`src/rtl/rgb2yuv.sv`:
```
// rgb2yuv: four-stage pipelined RGB to full-range BT.601 YCbCr converter.
// Stage 1 forms the coefficient products with shift-add, stage 2 sums them,
// stage 3 clamps and truncates to 8 bits, stage 4 registers the outputs.
// Syncs and data enable follow through a matching 4-deep shift register.
// Optional feature macro: RGB2YUV_422_EN adds a 4:2:2 chroma multiplexer
// (c_out/c_sel) with co-sited Cr decimation; without it c_out/c_sel are 0.
module rgb2yuv (
   input  logic       clk,
   input  logic       rst_n,
   input  logic [7:0] r_in,
   input  logic [7:0] g_in,
   input  logic [7:0] b_in,
   input  logic       vs_in,
   input  logic       hs_in,
   input  logic       de_in,
   output logic [7:0] y_out,
   output logic [7:0] u_out,
   output logic [7:0] v_out,
   output logic [7:0] c_out,
   output logic       c_sel,
   output logic       vs_out,
   output logic       hs_out,
   output logic       de_out
);

   // Unsigned products of one 8-bit component and one 8-bit coefficient
   typedef struct packed {
      logic [15:0] yr;
      logic [15:0] yg;
      logic [15:0] yb;
      logic [15:0] ur;
      logic [15:0] ug;
      logic [15:0] ub;
      logic [15:0] vr;
      logic [15:0] vg;
      logic [15:0] vb;
   } prod_t;

   // x*77 = x*(64+8+4+1)
   function automatic logic [15:0] mul77(input logic [7:0] x);
      logic [15:0] w;
      w = {8'd0, x};
      return (w << 6) + (w << 3) + (w << 2) + w;
   endfunction

   // x*150 = x*(128+16+4+2)
   function automatic logic [15:0] mul150(input logic [7:0] x);
      logic [15:0] w;
      w = {8'd0, x};
      return (w << 7) + (w << 4) + (w << 2) + (w << 1);
   endfunction

   // x*29 = x*(16+8+4+1)
   function automatic logic [15:0] mul29(input logic [7:0] x);
      logic [15:0] w;
      w = {8'd0, x};
      return (w << 4) + (w << 3) + (w << 2) + w;
   endfunction

   // x*43 = x*(32+8+2+1)
   function automatic logic [15:0] mul43(input logic [7:0] x);
      logic [15:0] w;
      w = {8'd0, x};
      return (w << 5) + (w << 3) + (w << 1) + w;
   endfunction

   // x*85 = x*(64+16+4+1)
   function automatic logic [15:0] mul85(input logic [7:0] x);
      logic [15:0] w;
      w = {8'd0, x};
      return (w << 6) + (w << 4) + (w << 2) + w;
   endfunction

   // x*128 = x<<7
   function automatic logic [15:0] mul128(input logic [7:0] x);
      logic [15:0] w;
      w = {8'd0, x};
      return (w << 7);
   endfunction

   // x*107 = x*(64+32+8+2+1)
   function automatic logic [15:0] mul107(input logic [7:0] x);
      logic [15:0] w;
      w = {8'd0, x};
      return (w << 6) + (w << 5) + (w << 3) + (w << 1) + w;
   endfunction

   // x*21 = x*(16+4+1)
   function automatic logic [15:0] mul21(input logic [7:0] x);
      logic [15:0] w;
      w = {8'd0, x};
      return (w << 4) + (w << 2) + w;
   endfunction

   // Zero-extend an unsigned product into the signed 19-bit sum domain
   function automatic logic signed [18:0] ext19(input logic [15:0] p);
      return $signed({3'b000, p});
   endfunction

   // Take bits [15:8] of a sum, saturating below 0 and at 65536 or above
   function automatic logic [7:0] clamp8(input logic signed [18:0] s);
      logic [7:0] res;
      if (s < 19'sd0) begin
         res = 8'd0;
      end else if (s > 19'sd65535) begin
         res = 8'd255;
      end else begin
         res = s[15:8];
      end
      return res;
   endfunction

   prod_t                prod_d, prod_q;
   logic signed [18:0]   y_sum_d, y_sum_q;
   logic signed [18:0]   u_sum_d, u_sum_q;
   logic signed [18:0]   v_sum_d, v_sum_q;
   logic [7:0]           y3_d, y3_q, u3_d, u3_q, v3_d, v3_q;
   logic [7:0]           y_out_d, y_out_q, u_out_d, u_out_q, v_out_d, v_out_q;
   // sync_q[k] holds {vs,hs,de} after k+1 clocks
   logic [3:0][2:0]      sync_d, sync_q;

   // Datapath next-state: products, sums, clamp, output stage, sync shift
   always_comb begin
      prod_d.yr = mul77(r_in);
      prod_d.yg = mul150(g_in);
      prod_d.yb = mul29(b_in);
      prod_d.ur = mul43(r_in);
      prod_d.ug = mul85(g_in);
      prod_d.ub = mul128(b_in);
      prod_d.vr = mul128(r_in);
      prod_d.vg = mul107(g_in);
      prod_d.vb = mul21(b_in);

      y_sum_d = ext19(prod_q.yr) + ext19(prod_q.yg) + ext19(prod_q.yb) + 19'sd128;
      u_sum_d = 19'sd32896 - ext19(prod_q.ur) - ext19(prod_q.ug) + ext19(prod_q.ub);
      v_sum_d = 19'sd32896 + ext19(prod_q.vr) - ext19(prod_q.vg) - ext19(prod_q.vb);

      y3_d = clamp8(y_sum_q);
      u3_d = clamp8(u_sum_q);
      v3_d = clamp8(v_sum_q);

      y_out_d = y3_q;
      u_out_d = u3_q;
      v_out_d = v3_q;

      sync_d[0]   = {vs_in, hs_in, de_in};
      sync_d[3:1] = sync_q[2:0];
   end

   // Datapath and sync pipeline registers
   always_ff @(posedge clk or negedge rst_n) begin
      if (!rst_n) begin
         prod_q  <= '0;
         y_sum_q <= 19'sd0;
         u_sum_q <= 19'sd0;
         v_sum_q <= 19'sd0;
         y3_q    <= 8'd0;
         u3_q    <= 8'd0;
         v3_q    <= 8'd0;
         y_out_q <= 8'd0;
         u_out_q <= 8'd0;
         v_out_q <= 8'd0;
         sync_q  <= 12'd0;
      end else begin
         prod_q  <= prod_d;
         y_sum_q <= y_sum_d;
         u_sum_q <= u_sum_d;
         v_sum_q <= v_sum_d;
         y3_q    <= y3_d;
         u3_q    <= u3_d;
         v3_q    <= v3_d;
         y_out_q <= y_out_d;
         u_out_q <= u_out_d;
         v_out_q <= v_out_d;
         sync_q  <= sync_d;
      end
   end

   assign y_out  = y_out_q;
   assign u_out  = u_out_q;
   assign v_out  = v_out_q;
   assign vs_out = sync_q[3][2];
   assign hs_out = sync_q[3][1];
   assign de_out = sync_q[3][0];

`ifdef RGB2YUV_422_EN
   // phase_q is the phase the next stage-3 pixel will take if de is high
   typedef enum logic {
      PH_CB = 1'b0,
      PH_CR = 1'b1
   } phase_e;

   phase_e     phase_d, phase_q;
   logic [7:0] cr_hold_d, cr_hold_q;
   logic [7:0] c_out_d, c_out_q;
   logic       c_sel_d, c_sel_q;
   logic       de3_s;

   // de aligned with the stage-3 pixel data
   assign de3_s = sync_q[2][0];

   // Phase state register
   always_ff @(posedge clk or negedge rst_n) begin
      if (!rst_n) begin
         phase_q <= PH_CB;
      end else begin
         phase_q <= phase_d;
      end
   end

   // Next phase: toggle while de is high, forced to CB in blanking
   always_comb begin
      phase_d = PH_CB;
      if (de3_s) begin
         case (phase_q)
            PH_CB:   phase_d = PH_CR;
            PH_CR:   phase_d = PH_CB;
            default: phase_d = PH_CB;
         endcase
      end else begin
         phase_d = PH_CB;
      end
   end

   // Chroma mux: Cb of even pixel (holding its Cr), then the held Cr
   always_comb begin
      c_sel_d   = 1'b0;
      c_out_d   = u3_q;
      cr_hold_d = cr_hold_q;
      if (de3_s && (phase_q == PH_CR)) begin
         c_sel_d = 1'b1;
         c_out_d = cr_hold_q;
      end else if (de3_s) begin
         cr_hold_d = v3_q;
      end else begin
         c_sel_d = 1'b0;
      end
   end

   // Held Cr and stage-4 chroma output registers
   always_ff @(posedge clk or negedge rst_n) begin
      if (!rst_n) begin
         cr_hold_q <= 8'd0;
         c_out_q   <= 8'd0;
         c_sel_q   <= 1'b0;
      end else begin
         cr_hold_q <= cr_hold_d;
         c_out_q   <= c_out_d;
         c_sel_q   <= c_sel_d;
      end
   end

   assign c_out = c_out_q;
   assign c_sel = c_sel_q;
`else
   assign c_out = 8'd0;
   assign c_sel = 1'b0;
`endif

endmodule

```
`config.mk`:
```
export PLATFORM = sky130hd
export DESIGN_NAME = rgb2yuv
export DESIGN_NICKNAME = d
export VERILOG_FILES = /design/src/rtl/rgb2yuv.sv
export SDC_FILE = /design/constraint.sdc
export NUM_CORES = 1
export LEC_CHECK = 0
export ABC_AREA = 1
export BUFFER_PORTS_ARGS = -buffer_cell sky130_fd_sc_hd__buf_4
export CORE_MARGIN = 8
export CORE_UTILIZATION = 62
export DETAILED_ROUTE_END_ITERATION = 10
export PLACE_DENSITY = 0.83
export SYNTH_ARGS = -nofsm -noshare
export SYNTH_HDL_FRONTEND = slang
export SYNTH_SLANG_ARGS = --single-unit
```
`constraint.sdc`:
```
create_clock -name clk -period 8.3 [get_ports clk]
set_input_delay 1.245 -clock clk [delete_from_list [all_inputs] [get_ports clk]]
set_output_delay 1.245 -clock clk [all_outputs]
set_load 0.01 [all_outputs]
```
==> results of run 1 <==
synthesized netlist by cell type, drive strengths merged:
library cell,instances,area [sq um]
a21boi,3,22.5
a21o,7,52.6
a21oi,117,586
a22oi,1,7.51
a31oi,6,37.5
and2,2,12.5
buf,9,67.6
clkbuf,2,7.51
conb,1,3.75
dfrtp,196,4900
fa,90,1800
ha,222,2780
inv,245,920
nand2,239,947
nand3,70,360
nand4,14,87.6
nor2,76,323
nor3,7,50.1
o2111ai,5,43.8
o211ai,4,30.0
o21a,1,7.51
o21ai,37,189
o21bai,4,30.0
o221ai,3,26.3
o311ai,1,8.76
or2,1,6.26
xnor2,21,184
xor2,73,639
critical path, stage by stage:
cell	delay (ns)
buf_4	0.16
inv_1	0.11
fa_1	0.53
inv_1	0.05
fa_1	0.49
inv_1	0.05
fa_1	0.49
inv_1	0.04
ha_1	0.36
a21oi_1	0.22
o21ai_0	0.13
a21o_1	0.19
a21oi_1	0.17
xnor2_1	0.13
cell usage in the layout (no fill, tap or decap), types with 3 or more instances in the layout:
cell type,count
inv_8,3
nand2_4,3
o211ai_1,4
o21bai_1,4
dfrtp_1,196
nor3_2,3
inv_6,3
nand2_2,11
o21ai_0,35
conb_1,9
clkbuf_16,17
a21oi_1,117
inv_1,237
xnor2_1,21
nand3_1,68
buf_4,55
nor2_2,6
nor2_1,67
nor2_4,3
o221ai_1,3
fa_1,90
a31oi_1,6
nor3_1,4
nand2_1,225
clkinv_8,6
inv_2,8
nand4_1,14
a21o_1,7
xor2_1,73
o2111ai_1,5
ha_1,222
cell type report:
class,instances,share of cell area
multi-input combinational,1013,0.533
clock buffer,18,0.0283
timing repair buffer,56,0.0275
tap,285,0.0230
inverter,245,0.0594
sequential,196,0.317
clock inverter,14,0.0118
cells by family after synthesis:
logic type,after synthesis
compound gates,189
xor+xnor,94
fa+ha+maj,312
buf+inv,256
flops,196
other cells,1
simple gates,409
layer usage:
metal	up-vias	track usage	routed length, microns
met1	4772	0.262	12500
li1	4831	-	-
met2	216	0.362	13600
met4	2	0.0873	976
met5	-	0	9
met3	68	0.0345	1140
report_power, final:
group          internal, mW  switching (mW)  leakage (nW)
combinational          1.48            2.23          5.63
sequential             1.35           0.164          2.31
clock                 0.421           0.417         0.301
final timing paths:
| kind | start | to | slack (ns) | depth (start not counted) |
|---|---|---|---|---|
| worst max-delay path | g_in[1] | prod_q[28]$_DFF_PN0_ | 4.27 | 14 |
| worst min register to register | sync_d[11]$_DFF_PN0_ | vs_out$_DFF_PN0_ | 0.34 | 0 |
| worst min-delay path | sync_d[11]$_DFF_PN0_ | vs_out$_DFF_PN0_ | 0.34 | 0 |
| worst max register to register | prod_q[80]$_DFF_PN0_ | u_sum_q[16]$_DFF_PN0_ | 4.82 | 17 |
| min in group asynchronous | rst_n | y_out[3]$_DFF_PN0_ | 0.93 | 1 |
| max in group asynchronous | rst_n | prod_q[75]$_DFF_PN0_ | 5.82 | 2 |
flip-flops by register name, summed over array words and instances (netlist names), 8 cells and up:
| signal | cells |
|---|---|
| y_out | 8 |
| y3_q | 8 |
| v3_q | 8 |
| u_sum_q | 11 |
| sync_d | 9 |
| u_out | 8 |
| y_sum_q | 10 |
| v_out | 8 |
| v_sum_q | 11 |
| u3_q | 8 |
| prod_q | 104 |
==> flow_summary.ini, run 1 <==
[outcome]
status = complete, no violations

[sta]
holdWs_ns = 0.342
tightest_slew_ns = 0.951
finClkSkew_ns = 0.0152
rsz0062_at_grt = false
relSlewSlack = 0.366
min_period_ns = 4.03
tns_ns = 0
setup_ws_ns = 4.27
setup_viol = 0
slew_violations = 0
fin_crit_sh = 0.486
max_freq_ghz = 0.248
finalHoldViolations = 0

[clock_tree]
clock-sinks = 196
hold_buffers = 0
postCtsSetupRepairBufs = 0
ctsResizeCount = 0
htree_levels = 4
clkTransAtPathRegs_ns = 0.08
insertion_delay_ns = 0.44
clockBufferDepth = 2
tritoncts = done
cts_made_buffers = 17
root_buffer = clkbuf_16

[detailed_routing]
vias = 9889
wl_per_cell_microns = 15.4
drt_iter0_markers = 547
drtPass1Iterations = 5
drt_wl_total_mm = 28.2
vias_per_cell = 5.41
drc_errors = 0
ant_nets = 0

[pwr]
power_density_nw_per_um2 = 391
irDropWorstVdd_v = 0.000222
power.leakage_nw = 8.25
finalPower_mw = 6.06

[layout]
fill_cells = 1658
drive_above_1_share = 0.0817
layout.cells.non_filler = 1827
final_cell_area_sq_um = 15500
n_antenna_cell = 0
area_growth_syn_to_layout_pct = 9.62
finalNetCount = 1870
finish.utilization = 0.689
seqCellArea_sq_um = 4900
multiInputGateArea_sq_um = 8260

[logic_synthesis]
ys_types = 38
synth_top_family_by_area = adder cells
ys_seq_area_frac = 0.347
synth-compound-area-share = 0.0737
synth.ff_latch_count = 196
synth_fa_ha_area_frac = 0.324
synth_xor_area_frac = 0.0583
yosysWarnings = 0
muxShareOfSynthArea = 0
synthSimpleGateAreaFrac = 0.126
syn_inst = 1457
synth_area_sq_um = 14100
avgSynthCellArea_sq_um = 9.70

[critical_path]
required_ns = 8.65
crit_path_start_kind = input pin
path_max_fanout = 8
worstPathArrival_ns = 4.39
cp-end-kind = flop
path_class = in -> reg

[placement]
gp_congestion = 0.893
place_area_sq_um = 14900
io_buffers = 55
dp_hpwl_mm = 22.4
placedCellCount = 1795
pre_cts_ws_ns = 3.81

[global_route]
gr-total-overflow = 0
grt_pass1_wl_mm = 48.2
grt_usage = 0.211
grt_pass1_vias = 10300
antenna_found_initial = 1
grt_start_max_net_pins = 120

[floorplan]
die_w_microns = 167
fp.dieH_microns = 167
core_region_area_sq_um = 22500
initial_utilization = 0.628
std_cell_rows = 55
pin_count = 65
die_area_sq_um = 27900

[job]
maxCapViolations = 0

[worst_hold_path]
hold_path.class = reg -> reg
Power figures use the tool's default switching activity.
==> run 2: changes to the inputs <==
==> constraint.sdc (replaced) <==
create_clock -name clk -period 4.1 [get_ports clk]
set_input_delay 0.615 -clock clk [delete_from_list [all_inputs] [get_ports clk]]
set_output_delay 0.615 -clock clk [all_outputs]
set_load 0.01 [all_outputs]
==> flow_summary.ini, run 2 (synthesis results as in run 1) <==
[placement]
io_buffers = 55
placedCellCount = 1797
gp_congestion = 0.897
dp_hpwl_mm = 22.5

[clock_tree]
ctsResizeCount = 0
clock-sinks = 196
insertion_delay_ns = 0.44
htree_levels = 4
cts_made_buffers = 17
tritoncts = done
hold_buffers = 0
postCtsSetupRepairBufs = 0
clkTransAtPathRegs_ns = 0.07
root_buffer = clkbuf_16
clockBufferDepth = 2

[layout]
layout_common_cells = inv_1, nand2_1, ha_1
largest_register_ffs = 104
finalNetCount = 1872
layout_commonest_cell = inv_1
drive_above_1_share = 0.0823
finish.utilization = 0.687
layout.cells.non_filler = 1828
area_growth_syn_to_layout_pct = 9.45
reg_top3 = prod_q (104), u_sum_q (11), v_sum_q (11)
fill_cells = 1703
n_antenna_cell = 0
regMostFlops = prod_q

[critical_path]
path_max_fanout = 8
cp-end-kind = flop
r2r_slack_ns = 0.71
r2r-start = prod_q[80]$_DFF_PN0_
crit_path_start_kind = input pin
worstPathArrival_ns = 3.77
r2r-end = u_sum_q[16]$_DFF_PN0_
path_class = in -> reg
required_ns = 4.46
reg2regPathDepth = 17

[pwr]
irDropWorstVdd_v = 0.000418
power_density_nw_per_um2 = 790
finalPower_mw = 12.2
power.leakage_nw = 8.23

[sta]
rsz0062_at_grt = false
min_period_ns = 3.41
relSlewSlack = 0.380
tns_ns = 0
max_freq_ghz = 0.293
setup_viol = 0
finalHoldViolations = 0
slew_violations = 0
tightest_slew_ns = 0.930
fin_crit_sh = 0.832
finClkSkew_ns = 0.0135

[global_route]
gr-total-overflow = 0
antenna_found_initial = 0
grt_pass1_wl_mm = 48.5
grt_usage = 0.215
grt_pass1_vias = 10200
grt_start_max_net_pins = 125

[detailed_routing]
drc_errors = 0
drt_iter0_markers = 537
vias_per_cell = 5.37
wl_per_cell_microns = 15.6
vias = 9814
ant_nets = 0
drt_wl_total_mm = 28.4
drtPass1Iterations = 5

[outcome]
status = complete, no violations

[floorplan]
initial_utilization = 0.628
pin_count = 65
std_cell_rows = 55
die_area_sq_um = 27900
fp.dieH_microns = 167
core_region_area_sq_um = 22500
die_w_microns = 167

[worst_hold_path]
hold_path.class = in -> reg
hold_depth = 1
hold_path_end = sync_d[4]$_DFF_PN0_
hp-start = hs_in

[job]
maxCapViolations = 0
## run 2: layout make-up
cell class | instances | area (sq um) | share of cell area
repair buffers | 58 | 442 | 0.0286
clock buffers | 17 | 425 | 0.0275
clock inverters | 14 | 158 | 0.0102
well taps | 285 | 357 | 0.0231
inverters | 245 | 920 | 0.0594
multi-input cells | 1013 | 8260 | 0.534
flip-flops and latches | 196 | 4900 | 0.317
## run 2: critical path, stage by stage
cell and delay [ns]:
buf_4 0.16, inv_1 0.11, fa_1 0.54, inv_1 0.05, fa_1 0.50, inv_1 0.06, fa_1 0.50, inv_1 0.04
ha_1 0.35, a21oi_1 0.21, o21ai_0 0.13, a21o_1 0.20, a21oi_1 0.17, xnor2_1 0.13
## run 2: report_power, final
group / switching [mW] / internal [mW] / total, mW
registers: 0.331 / 2.73 / 3.06
logic: 4.53 / 3.00 / 7.53
clock network: 0.806 / 0.816 / 1.62
total: 5.67 / 6.55 / 12.2
## run 2: worst max path at each step
stage	startpoint	end	slack (ns)	cells past startpoint
2_1_floorplan	g_in[1]	prod_q[28]$_DFF_PN0_	0.66	13
3_3_place_gp	g_in[1]	prod_q[28]$_DFF_PN0_	0.29	14
3_5_place_dp	g_in[1]	prod_q[28]$_DFF_PN0_	0.22	14
4_1_cts	prod_q[80]$_DFF_PN0_	u_sum_q[14]$_DFF_PN0_	0.68	18
5_1_grt	prod_q[80]$_DFF_PN0_	u_sum_q[16]$_DFF_PN0_	0.35	17
6_report	g_in[1]	prod_q[28]$_DFF_PN0_	0.69	14
## run 2: per-stage QoR
stage | hold WS, ns | area [sq um] | worst slack, ns
after detailed placement | 0.335 | 14900 | 0.220
after floorplan | 0.319 | 14200 | 0.659
after global routing | 0.262 | 15500 | 0.351
final | 0.283 | 15500 | 0.688
after CTS | 0.270 | 15500 | 0.677
after global placement | 0.331 | 14900 | 0.287
## run 2: routing by layer
| metal | GRT usage | up-vias | part of all wire |
|---|---|---|---|
| met5 | 0 | - | 0 |
| li1 | - | 4834 | - |
| met1 | 0.273 | 4723 | 0.44 |
| met2 | 0.365 | 202 | 0.49 |
| met3 | 0.0348 | 55 | 0.036 |
| met4 | 0.0776 | 0 | 0.030 |
